File: src/rtl/host_if_arbiter.sv
// +--------------------------------------------------------------------------+
// | Module   : host_if_arbiter                                               |
// | Purpose  : Arbitrates two host command handlers onto one master. A       |
// |            round-robin grant gives one handler ownership for a complete  |
// |            command/response transaction. Ownership ends when the         |
// |            response word count is reached or when a watchdog expires.    |
// | Ports    : clk, rst                 - clock, sync active-high reset      |
// |            i_host_req[1:0]          - per-handler pending-command level  |
// |            i_ih_ready, o_master_ready, i_in_* - handler command side     |
// |            i_oh_ready, o_oh_en, o_out_*       - handler response side    |
// |            o_ih_ready, i_master_ready, o_in_* - master command side      |
// |            i_oh_en, o_oh_ready, i_out_*       - master response side     |
// |            o_owner[1:0] one-hot grant, o_timeout watchdog pulse          |
// | Revision : 1.0 - initial release                                         |
// +--------------------------------------------------------------------------+
`default_nettype none

module host_if_arbiter #(
  parameter logic [31:0] TIMEOUT = 32'd100000
) (
  input  logic        clk,
  input  logic        rst,
  // handler side
  input  logic [1:0]  i_host_req,
  input  logic [1:0]  i_ih_ready,
  output logic [1:0]  o_master_ready,
  input  logic [63:0] i_in_command,
  input  logic [63:0] i_in_address,
  input  logic [63:0] i_in_data,
  input  logic [55:0] i_in_data_count,
  input  logic [1:0]  i_oh_ready,
  output logic [1:0]  o_oh_en,
  output logic [31:0] o_out_status,
  output logic [31:0] o_out_address,
  output logic [31:0] o_out_data,
  output logic [27:0] o_out_data_count,
  // master side
  output logic        o_ih_ready,
  input  logic        i_master_ready,
  output logic [31:0] o_in_command,
  output logic [31:0] o_in_address,
  output logic [31:0] o_in_data,
  output logic [27:0] o_in_data_count,
  input  logic        i_oh_en,
  output logic        o_oh_ready,
  input  logic [31:0] i_out_status,
  input  logic [31:0] i_out_address,
  input  logic [31:0] i_out_data,
  input  logic [27:0] i_out_data_count,
  // status
  output logic [1:0]  o_owner,
  output logic        o_timeout
);

  typedef enum logic [1:0] {
    S_IDLE = 2'd0,
    S_CMD  = 2'd1,
    S_RESP = 2'd2
  } state_t;

  state_t      state;
  logic        favor1;      // handler 1 wins the next simultaneous request
  logic [27:0] word_cnt;
  logic [27:0] target;
  logic [31:0] watchdog;

  logic        active;
  logic        sel_oh_ready;
  logic        accept;
  logic [1:0]  grant;
  logic [27:0] first_target;

  // Strobes are forced low while rst is high so an abandoned transaction
  // cannot leak a handshake in the reset cycle.
  assign active = ~rst & (state != S_IDLE);

  assign sel_oh_ready = o_owner[0] ? i_oh_ready[0] :
                        o_owner[1] ? i_oh_ready[1] : 1'b0;

  assign o_oh_ready     = active & sel_oh_ready;
  assign accept         = i_oh_en & o_oh_ready;
  assign o_oh_en        = accept ? o_owner : 2'b00;
  assign o_master_ready = active ? ({2{i_master_ready}} & o_owner) : 2'b00;
  assign o_ih_ready     = active & (|(i_ih_ready & o_owner));

  assign o_out_status     = i_out_status;
  assign o_out_address    = i_out_address;
  assign o_out_data       = i_out_data;
  assign o_out_data_count = i_out_data_count;

  // A zero count still means one response word is transferred.
  assign first_target = (i_out_data_count == 28'd0) ? 28'd1 : i_out_data_count;

  assign grant = (i_host_req == 2'b11) ? (favor1 ? 2'b10 : 2'b01) : i_host_req;

  always_comb begin
    o_in_command    = '0;
    o_in_address    = '0;
    o_in_data       = '0;
    o_in_data_count = '0;
    if (o_owner[0]) begin
      o_in_command    = i_in_command[31:0];
      o_in_address    = i_in_address[31:0];
      o_in_data       = i_in_data[31:0];
      o_in_data_count = i_in_data_count[27:0];
    end else if (o_owner[1]) begin
      o_in_command    = i_in_command[63:32];
      o_in_address    = i_in_address[63:32];
      o_in_data       = i_in_data[63:32];
      o_in_data_count = i_in_data_count[55:28];
    end
  end

  always_ff @(posedge clk) begin
    if (rst) begin
      state     <= S_IDLE;
      o_owner   <= 2'b00;
      favor1    <= 1'b0;
      word_cnt  <= '0;
      target    <= '0;
      watchdog  <= '0;
      o_timeout <= 1'b0;
    end else begin
      o_timeout <= 1'b0;
      case (state)
        S_IDLE: begin
          if (|i_host_req) begin
            o_owner  <= grant;
            favor1   <= grant[0];
            state    <= S_CMD;
            watchdog <= '0;
            word_cnt <= '0;
            target   <= '0;
          end
        end
        S_CMD, S_RESP: begin
          if (accept) begin
            // An accept always clears the watchdog, so a final word that
            // coincides with expiry completes normally.
            watchdog <= '0;
            if (state == S_CMD) begin
              if (first_target == 28'd1) begin
                state   <= S_IDLE;
                o_owner <= 2'b00;
              end else begin
                target   <= first_target;
                word_cnt <= 28'd1;
                state    <= S_RESP;
              end
            end else if (word_cnt + 28'd1 == target) begin
              state   <= S_IDLE;
              o_owner <= 2'b00;
            end else begin
              word_cnt <= word_cnt + 28'd1;
            end
          end else if (o_ih_ready) begin
            watchdog <= '0;
          end else if (watchdog + 32'd1 == TIMEOUT) begin
            watchdog  <= '0;
            o_timeout <= 1'b1;
            state     <= S_IDLE;
            o_owner   <= 2'b00;
          end else begin
            watchdog <= watchdog + 32'd1;
          end
        end
        default: begin
          state   <= S_IDLE;
          o_owner <= 2'b00;
        end
      endcase
    end
  end

endmodule

`default_nettype wire

File: config.mk
export PLATFORM = sky130hd
export DESIGN_NAME = host_if_arbiter
export DESIGN_NICKNAME = d
export VERILOG_FILES = /design/src/rtl/host_if_arbiter.sv
export SDC_FILE = /design/constraint.sdc
export NUM_CORES = 1
export LEC_CHECK = 0
export ABC_AREA = 0
export BUFFER_PORTS_ARGS = -buffer_cell sky130_fd_sc_hd__buf_2
export CORE_AREA = 2 2 247 249
export DETAILED_ROUTE_END_ITERATION = 10
export DIE_AREA = 0 0 249 251
export GPL_TIMING_DRIVEN = 1
export SLEW_MARGIN = 20
export SYNTH_ARGS = -nofsm -noshare
export SYNTH_HDL_FRONTEND = slang
export SYNTH_SLANG_ARGS = --single-unit
File: constraint.sdc
create_clock -name clk -period 3.8 [get_ports clk]
set_clock_uncertainty 0.2 [all_clocks]
set_input_delay 1.14 -clock clk [delete_from_list [all_inputs] [get_ports clk]]
set_output_delay 1.14 -clock clk [all_outputs]
set_load 0.05 [all_outputs]
==> impl_metrics.ini, run 1 <==
[drt]
highest_layer = met5
vias = 10214
antenna_left = 0
wl_per_cell_um = 24.2
viasPerCell = 4.58
met2_length_um = 25200
wirelength_um = 54000
met3_length_um = 5870
drtIter0Drc = 875
drc = 0
dr.pass1.iters = 5
wirelength_met1_um = 20600

[sta]
period_needed_ns = 3.61
hold_ws_ns = 0.273
tns_ns = 0
timing.final.ws_setup_ns = 0.185
slew-limit-headroom = 0.431
fin_crit_sh = 0.951
setup_viol = 0
rsz0062_at_grt = false
hold_violations = 0
drv_slew = 0
fmax_mhz = 277
worst-slew-pin-transition_ns = 0.842

[layout]
nFillCells = 6722
final_cell_area_sq_um = 12300
fin_cells = 2232
final_common_cell = buf_2
drive_gt1_frac = 0.401
syn_to_final_growth_pct = 45.8
final_nets = 1829
utilization = 0.205
final_cell_mix = 389 x buf_2, 127 x a22o_1, 89 x nand2_1, 89 x dfxtp_1, 84 x a21oi_1

[grt]
antenna_found_initial = 11
grt_pass1_wl_um = 73400
grt_usage = 0.164
grt_max_degree = 65
first_global_vias = 9456
grt_overflow = 0

[placement]
gp_congestion = 0.924
place_area_sq_um = 11900
pre_cts_slack_ns = 0.144
io_buffers = 446
post-dp-hpwl_um = 46500
placed_cells = 2212

[synthesis]
synth-main-ff-cell = dfxtp_1
synth_cells = 1121
ys_ff_latch = 94
avgSynthCellArea_sq_um = 7.51
yosys_warnings = 0
yosys.cell_types.count = 67
seq_area_frac_synth = 0.224
synthArstFlopShare = 0
netlist_area_sq_um = 8420
syn-num-nets = 1509
synth_edf_count = 0

[power]
power.density_nw_per_um2 = 458
p_leak_nw = 5.03
power_mw = 5.62
ir_drop_uv = 229

[hold_path]
hold_class = register to register

[clock_tree]
ctsRootBufferMaster = clkbuf_16
htreeDepth = 3
cts.sinks = 94
numCtsBuffers = 9
post_cts_buffers = 0
cts_resized = 0
clk-insertion-delay-late_ns = 0.35
cts_max_path_buffers = 2
cts_hold_buf = 0
cts_tree = done
cts.clk_slew.worst_paths_ns = 0.07

[worst_setup_path]
cp_slowest_cell = or4_1
arrival_ns = 3.70
reg2reg_slack_ns = 0.19
crit_chain = ha_1 -> xnor2_1 -> o21a_1 -> or4_1 -> or3_1 -> nor4_1 -> o2111a_1 -> a41o_1 -> a211oi_2 -> or4_1 -> o21ai_1
crit_required_ns = 3.89
path_class = register to register
worst_path_most_repeated_cell = or4_1
endpoint_kind = register
crit_path_max_fanout = 6
start_kind = register
cp_slowest_stage_delay_ns = 0.51

[die]
die-area_sq_um = 62500
fp.dieW_um = 249
coreArea_sq_um = 59800
pin_count = 639
die_h_um = 251
rows = 90
initial_core_util = 0.141

[status]
outcome = complete, no violations

[flow_run]
cap_violations = 0
==> registers in the layout, indices dropped and copies added, names as in the netlist <==
signal and count:
o_timeout 1, word_cnt 28, target 28, watchdog 32
favor1 1, o_owner 2, state 2
==> logic make-up after synthesis <==
logic type                 count (synthesis)  synth area share
and+or+nand+nor                          382             0.244
buffers and inverters                    244             0.166
AOI/OAI and AO/OA                        342             0.301
muxes                                      5           0.00610
DFF                                       94             0.224
xor gates and xnor gates                  48            0.0500
adders and majority gates                  6           0.00892
==> report_power, final <==
group	switching (mW)	internal (mW)
registers	0.0781	1.04
clock network	0.411	0.547
logic	2.34	1.20
total	2.83	2.79
==> path summary, 6_finish.rpt <==
path	startpoint	cells after the start	endpoint
worst max-delay path	word_cnt[0]$_SDFFE_PP0P_	11	o_owner[1]$_SDFFE_PP0P_
worst min-delay path	target[20]$_SDFFE_PP0P_	2	target[20]$_SDFFE_PP0P_
worst max register to register	word_cnt[0]$_SDFFE_PP0P_	11	o_owner[1]$_SDFFE_PP0P_
worst min register to register	target[20]$_SDFFE_PP0P_	2	target[20]$_SDFFE_PP0P_
==> Yosys cell counts, drive strengths merged, types with 3 or more instances <==
master,n,share of area
or2,7,0.0052
a41oi,5,0.0052
a211oi,4,0.0036
clkbuf,76,0.034
a31oi,19,0.014
a22oi,6,0.0054
nand2,89,0.040
nand3b,5,0.0045
o2111a,15,0.020
and4,8,0.0083
o211ai,6,0.0054
nand3,55,0.033
and4b,3,0.0036
o31ai,4,0.0036
nor2b,7,0.0052
a311oi,10,0.010
buf,148,0.12
nor2,43,0.019
nor3b,5,0.0051
xor2,12,0.012
nand2b,10,0.0074
a21boi,6,0.0054
or3,16,0.012
nor3,43,0.026
ha,6,0.0089
nor4,22,0.020
a21oi,84,0.050
o21ai,27,0.016
a211o,3,0.0031
and3,20,0.015
nor4b,4,0.0042
o21a,3,0.0027
inv,20,0.0089
or4,10,0.0094
mux2i,4,0.0048
dfxtp,94,0.22
xnor2,36,0.037
a22o,127,0.13
and2,5,0.0037
nand4,27,0.020
==> metal layers <==
layer | vias up | global-route usage
met3 | 73 | 0.0678
met5 | - | 0.0270
li1 | 4722 | -
met2 | 631 | 0.272
met4 | 4 | 0.0571
met1 | 4784 | 0.188
==> critical path, delay by kind of cell (launching register included) <==
kind | cells | cell delay, ns
xor gates and xnor gates | 1 | 0.15
AOI/OAI and AO/OA | 5 | 0.91
DFF | 1 | 0.31
adders and majority gates | 1 | 0.28
and+or+nand+nor | 4 | 1.71
==> final cells by class <==
| type | count | area (sq um) | share of cell area |
|---|---|---|---|
| antenna | 5 | 12.5 | 0.00102 |
| clock buffer | 10 | 250 | 0.0204 |
| clock inverter | 5 | 56.3 | 0.00459 |
| inverter | 20 | 75.1 | 0.00612 |
| multi-input combinational | 783 | 5190 | 0.423 |
| sequential | 94 | 1890 | 0.154 |
| tap | 782 | 978 | 0.0798 |
| timing repair buffer | 533 | 3820 | 0.311 |
No activity file was read; power rests on OpenSTA's default activity.
==> run 2, diff against run 1 <==
ABC_AREA = 1   (was 0)
CORE_AREA = 2 2 252 254   (was 2 2 247 249)
DIE_AREA = 0 0 254 256   (was 0 0 249 251)
==> run 2 against run 1 <==
Via count rose by 6.7%. Critical path type is now register to output port. Register-to-register slack improved by 0.40 ns. Flip-flop and latch count unchanged.
==> impl_metrics.ini, run 2 <==
[placement]
placed_cells = 2612
pre_cts_slack_ns = 0.156
gp_congestion = 0.890
place_area_sq_um = 11600
io_buffers = 446
post-dp-hpwl_um = 38500

[sta]
fmax_mhz = 280
rsz0062_at_grt = false
fin_crit_sh = 0.939
setup_viol = 0
worst-slew-pin-transition_ns = 0.819
period_needed_ns = 3.57
tns_ns = 0
timing.final.ws_setup_ns = 0.232
slew-limit-headroom = 0.451
drv_slew = 0
hold_violations = 0

[layout]
utilization = 0.190
drive_gt1_frac = 0.309
final_nets = 2165
fin_cells = 2632
regMostFlops = watchdog
largest_reg_flops = 32
final_cell_area_sq_um = 11900
final_cell_mix = 444 x buf_2, 430 x nand2_1, 161 x nor2_1, 125 x a22o_1, 117 x inv_1
largestRegisters = watchdog (32), target (28), word_cnt (28)
final_common_cell = buf_2
syn_to_final_growth_pct = 29.7

[hold_path]
hold_class = register to register
min_from = target[1]$_SDFFE_PP0P_
hold_depth = 2
holdPathEnd = target[1]$_SDFFE_PP0P_

[worst_setup_path]
worst_path_most_repeated_cell = buf_12
endpoint_kind = output port
path_class = register to output port
crit_required_ns = 2.46
arrival_ns = 2.23
r2r-end = word_cnt[17]$_SDFFE_PP0P_
worst-path-buf-inv = 4
crit_path_max_fanout = 59
cp_top_family = buffers and inverters
start_kind = register
reg2reg_slack_ns = 0.59
crit_chain = inv_2 -> nor2_4 -> buf_12 -> buf_12 -> a22o_1 -> buf_2
r2r_cells = 17
cp_slowest_stage_delay_ns = 0.47
r2r_start = word_cnt[0]$_SDFFE_PP0P_
cp_slowest_cell = dfxtp_1

[synthesis]
synth_most_common_cell = nand2_1
synth_xor_area_frac = 0.0105
synth_area_leaders = dfxtp_1 21%, nand2_1 18%, a22o_1 12%, buf_4 10%, nor2_1 6.6%
synth-main-ff-cell = dfxtp_1
synth_compound_area_frac = 0.182
synth_area_leader_cell = dfxtp_1
synthAdderAreaFrac = 0.00821
avgSynthCellArea_sq_um = 6.15
synth_top_area_frac = 0.206
synthArstFlopShare = 0
synth_edf_count = 0
synth_cells = 1486
synth.area.mux_share = 0
synthSimpleGateAreaFrac = 0.409
syn-num-nets = 1874
ys_top_cells_by_count = 431 x nand2_1, 162 x nor2_1, 125 x a22o_1
yosys.cell_types.count = 41
synth_top_family_by_area = simple AND/OR/NAND/NOR gates
seq_area_frac_synth = 0.206
netlist_area_sq_um = 9150
yosys_warnings = 0
ys_ff_latch = 94

[drt]
dr.pass1.iters = 5
drtIter0Drc = 721
drc = 0
viasPerCell = 4.14
wirelength_um = 46000
antenna_left = 0
wl_per_cell_um = 17.5
vias = 10900

[power]
power.density_nw_per_um2 = 435
combinationalPowerShare = 0.569
p_switching_mw = 2.64
p_leak_nw = 5.55
p_sw_frac = 0.511
ir_drop_uv = 232
p_seq_frac = 0.243
p_clk_frac = 0.187
intPower_mw = 2.52

[grt]
antenna_found_initial = 15
grt_overflow = 0
grt_max_degree = 87
first_global_vias = 9919
grt_usage = 0.135
grt_pass1_wl_um = 64800

[die]
rows = 92
pin_count = 639
die-area_sq_um = 65000
initial_core_util = 0.147
die_h_um = 256
coreArea_sq_um = 62400
fp.dieW_um = 254

[clock_tree]
cts_hold_buf = 0
cts_tree = done
numCtsBuffers = 9
cts_resized = 0
cts.sinks = 94
cts_max_path_buffers = 2
clk-insertion-delay-late_ns = 0.37
post_cts_buffers = 0
ctsRootBufferMaster = clkbuf_16
htreeDepth = 3
cts.clk_slew.worst_paths_ns = 0.08

[flow_run]
cap_violations = 0

[status]
outcome = complete, no violations
run 2: cell count changes after synthesis, moves of 16 or more:
cell      delta
a31oi_1     -19
and3_1      -20
clkbuf_1    -32
inv_1       +97
nand2_1    +342
nand3_1     +61
nand3_2     +21
nor2_1     +119
nor3_1      -30
nor3b_1     +17
o21ai_0     -17
or3_1       -16
xnor2_1     -31
run 2: worst max-delay path by stage:
stage                                            to               startpoint  slack, ns  cells past startpoint
final                                 o_in_data[15]  o_owner[1]$_SDFFE_PP0P_       0.23                      6
after global routing                  o_in_data[15]  o_owner[1]$_SDFFE_PP0P_       0.14                      6
after CTS                             o_in_data[15]  o_owner[1]$_SDFFE_PP0P_       0.23                      6
after detailed placement  word_cnt[22]$_SDFFE_PP0P_      i_out_data_count[2]       0.16                     13
after global placement    word_cnt[23]$_SDFFE_PP0P_      i_out_data_count[2]       0.25                     13
after floorplan                   o_master_ready[0]  o_owner[0]$_SDFFE_PP0P_       0.03                      4
run 2: logic make-up (layout without fill, tap and decap cells):
kind of cell / count (synthesis) / in the layout
and+or+nand+nor: 831 / 831
buffers and inverters: 312 / 608
AOI/OAI and AO/OA: 232 / 232
DFF: 94 / 94
xor gates and xnor gates: 11 / 11
adders and majority gates: 6 / 6
other: 0 / 4
run 2: power by group through the flow:
stage          clock network [mW]  registers (mW)  logic, mW
2_1_floorplan                   0            1.25       2.40
3_3_place_gp                    0            1.28       2.93
3_5_place_dp                    0            1.27       2.94
4_1_cts                     0.993            1.25       2.94
5_1_grt                      1.03            1.27       3.18
6_report                    0.965            1.25       2.94
run 2: worst min-delay path, cell delays in order, from the launching register on:
cell and delay (ns):
dfxtp_1 0.32, nand2_1 0.06, a21oi_1 0.05
run 2: through the flow:
stage | power (mW) | hold WS (ns)
6_report | 5.16 | 0.281
5_1_grt | 5.48 | 0.307
4_1_cts | 5.19 | 0.286
3_5_place_dp | 4.21 | 0.273
3_3_place_gp | 4.21 | 0.272
2_1_floorplan | 3.65 | 0.254
run 2: final cells by class:
class	instances	area [sq um]
Tap cell	846	1060
Inverter	122	458
Fill cell	7282	50500
Sequential cell	94	1890
Antenna cell	4	10.0
Multi-Input combinational cell	1080	5610
Timing Repair Buffer	470	2540
Clock buffer	10	229
Clock inverter	6	68.8
run 2: routing by layer:
metal	global-route usage	wire [um]	part of all wire	vias up
met5	0	71	0.0015	-
met1	0.153	17500	0.38	4912
li1	-	-	-	5373
met3	0.0786	6670	0.14	66
met4	0.0480	1680	0.037	10
met2	0.210	20100	0.44	539
==> run 3, diff against run 2 <==
GPL_TIMING_DRIVEN = 0   (was 1)
SLEW_MARGIN = unset   (was 20)
==> run 3 against run 2 <==
Routed wire length up 13%. Fmax decreased by 4.4%. Cell count rose by 10%. Critical path depth up 1. Register-to-register slack worse by 0.10 ns. Hold slack worse by 0.0017 ns. Via count up 11%. Die area did not move. Non-clock buffer count is 264 higher. Sequential power about the same. Worst setup slack worse by 0.16 ns. Clock power down 6.8%. Critical path type unchanged. Largest power group unchanged.
==> impl_metrics.ini, run 3 (synthesized netlist as in run 2, its figures left out) <==
[status]
outcome = complete, no violations

[flow_run]
cap_violations = 0

[worst_setup_path]
r2r_cells = 14
start_kind = register
r2r-end = target[15]$_SDFFE_PP0P_
path_class = register to output port
reg2reg_slack_ns = 0.49
arrival_ns = 2.39
crit_required_ns = 2.46
crit_path_max_fanout = 10
r2r_start = state[0]$_SDFFE_PP0P_
endpoint_kind = output port

[layout]
largest_reg_flops = 32
syn_to_final_growth_pct = 45.2
fin_cells = 2896
final_common_cell = buf_2
largestRegisters = watchdog (32), target (28), word_cnt (28)
regMostFlops = watchdog
drive_gt1_frac = 0.380
utilization = 0.213
final_cell_mix = 552 x buf_2, 431 x nand2_1, 161 x nor2_1, 125 x buf_4, 122 x a22o_1
final_nets = 2429

[sta]
rsz0062_at_grt = false
slew-limit-headroom = 0.363
fin_crit_sh = 0.982
setup_viol = 0
hold_violations = 0
drv_slew = 0
period_needed_ns = 3.73
worst-slew-pin-transition_ns = 0.952
hold_ws_ns = 0.279
fmax_mhz = 268

[clock_tree]
ctsRootBufferMaster = clkbuf_16
cts.sinks = 94
clk-insertion-delay-late_ns = 0.37
htreeDepth = 3
cts_max_path_buffers = 2
cts_hold_buf = 0
cts_tree = done
cts.clk_slew.worst_paths_ns = 0.06
numCtsBuffers = 9

[power]
power.density_nw_per_um2 = 420
power_mw = 5.57
p_leak_nw = 6.54
ir_drop_uv = 176

[hold_path]
hold_depth = 2
min_from = target[1]$_SDFFE_PP0P_
holdPathEnd = target[1]$_SDFFE_PP0P_
hold_class = register to register

[drt]
drc = 0
drtIter0Drc = 935
wirelength_um = 52200
viasPerCell = 4.18
dr.pass1.iters = 5
wl_per_cell_um = 18.0
antenna_left = 0
vias = 12106

[die]
pin_count = 639
die-area_sq_um = 65000
initial_core_util = 0.147
coreArea_sq_um = 62400
rows = 92
die_h_um = 256
fp.dieW_um = 254

[grt]
gr-usage-met3 = 0.0420
antenna_found_initial = 22
grt_max_degree = 14
globalRouteMet1Util = 0.199
first_global_vias = 11085
top_usage_layer = met2
grt_pass1_wl_um = 72900
grt_usage = 0.153
grt_use_met2 = 0.236
grt_overflow = 0

[placement]
placed_cells = 2874
post-dp-hpwl_um = 45300
gp_congestion = 0.940
io_buffers = 542
-- run 3: cell types whose count changed in the layout (fill, tap and decap cells not counted), sizes merged --
| cell | delta |
|---|---|
| clkinv | -1 |
| buf | +219 |
| clkbuf | +48 |
| clkinvlp | -1 |
| bufinv | -1 |
| inv | -2 |
| diode | +2 |
-- run 3: what timing repair did --
item / CTS / global route
gates resized for setup: 19 / 7
pin swaps: 1 / 0
setup endpoints to repair: 136 / 21
setup buffers: 2 / 0
-- run 3: how the worst max path moves through the flow --
stage	to	slack, ns	startpoint	cells past startpoint
global route	o_in_address[17]	0.004	o_owner[1]$_SDFFE_PP0P_	7
CTS	o_in_command[29]	0.01	o_owner[1]$_SDFFE_PP0P_	7
detailed placement	o_in_data_count[15]	-0.52	o_owner[1]$_SDFFE_PP0P_	5
global placement	o_in_data_count[15]	-0.52	o_owner[1]$_SDFFE_PP0P_	5
finish	o_in_data[19]	0.07	o_owner[1]$_SDFFE_PP0P_	7
floorplan	o_master_ready[0]	0.03	o_owner[0]$_SDFFE_PP0P_	4
-- run 3: layout make-up --
cell class | instances | area, sq um
diodes | 6 | 15.0
inverters | 122 | 458
flip-flops and latches | 94 | 1880
plain buffers | 190 | 1250
repair buffers | 544 | 2740
multi-input cells | 1080 | 5600
clock inverters | 1 | 5.00
well taps | 846 | 1060
fillers | 7279 | 49100
clock buffers | 13 | 270
-- run 3: metal layers --
layer / share of wire / routed length, um / vias up
met5: 0.0019 / 98 / -
met4: 0.048 / 2510 / 14
met3: 0.080 / 4180 / 100
met2: 0.43 / 22500 / 577
met1: 0.44 / 22900 / 5517
li1: - / - / 5898
-- run 3: worst max-delay path, stage by stage (launching register included) --
cell and delay, ns:
dfxtp_1 0.37, inv_2 0.11, nor2_4 0.14, buf_12 0.13, buf_4 0.17, clkbuf_1 0.52
a22o_1 0.28, buf_2 0.29
-- run 3: per-stage QoR --
stage          setup TNS, ns  area, sq um  worst slack (ns)
2_1_floorplan              0         9150            0.0279
3_3_place_gp          -24.37        12900            -0.524
3_5_place_dp          -22.73        12900            -0.523
4_1_cts                    0        13300            0.0119
5_1_grt                    0        13300           0.00390
6_report                   0        13300            0.0680
-- run 3: report_power, final --
part / total, mW / switching, mW / internal, mW
Combinational: 3.42 / 2.43 / 0.991
Sequential: 1.26 / 0.135 / 1.12
Clock: 0.899 / 0.409 / 0.490
Total: 5.57 / 2.97 / 2.60
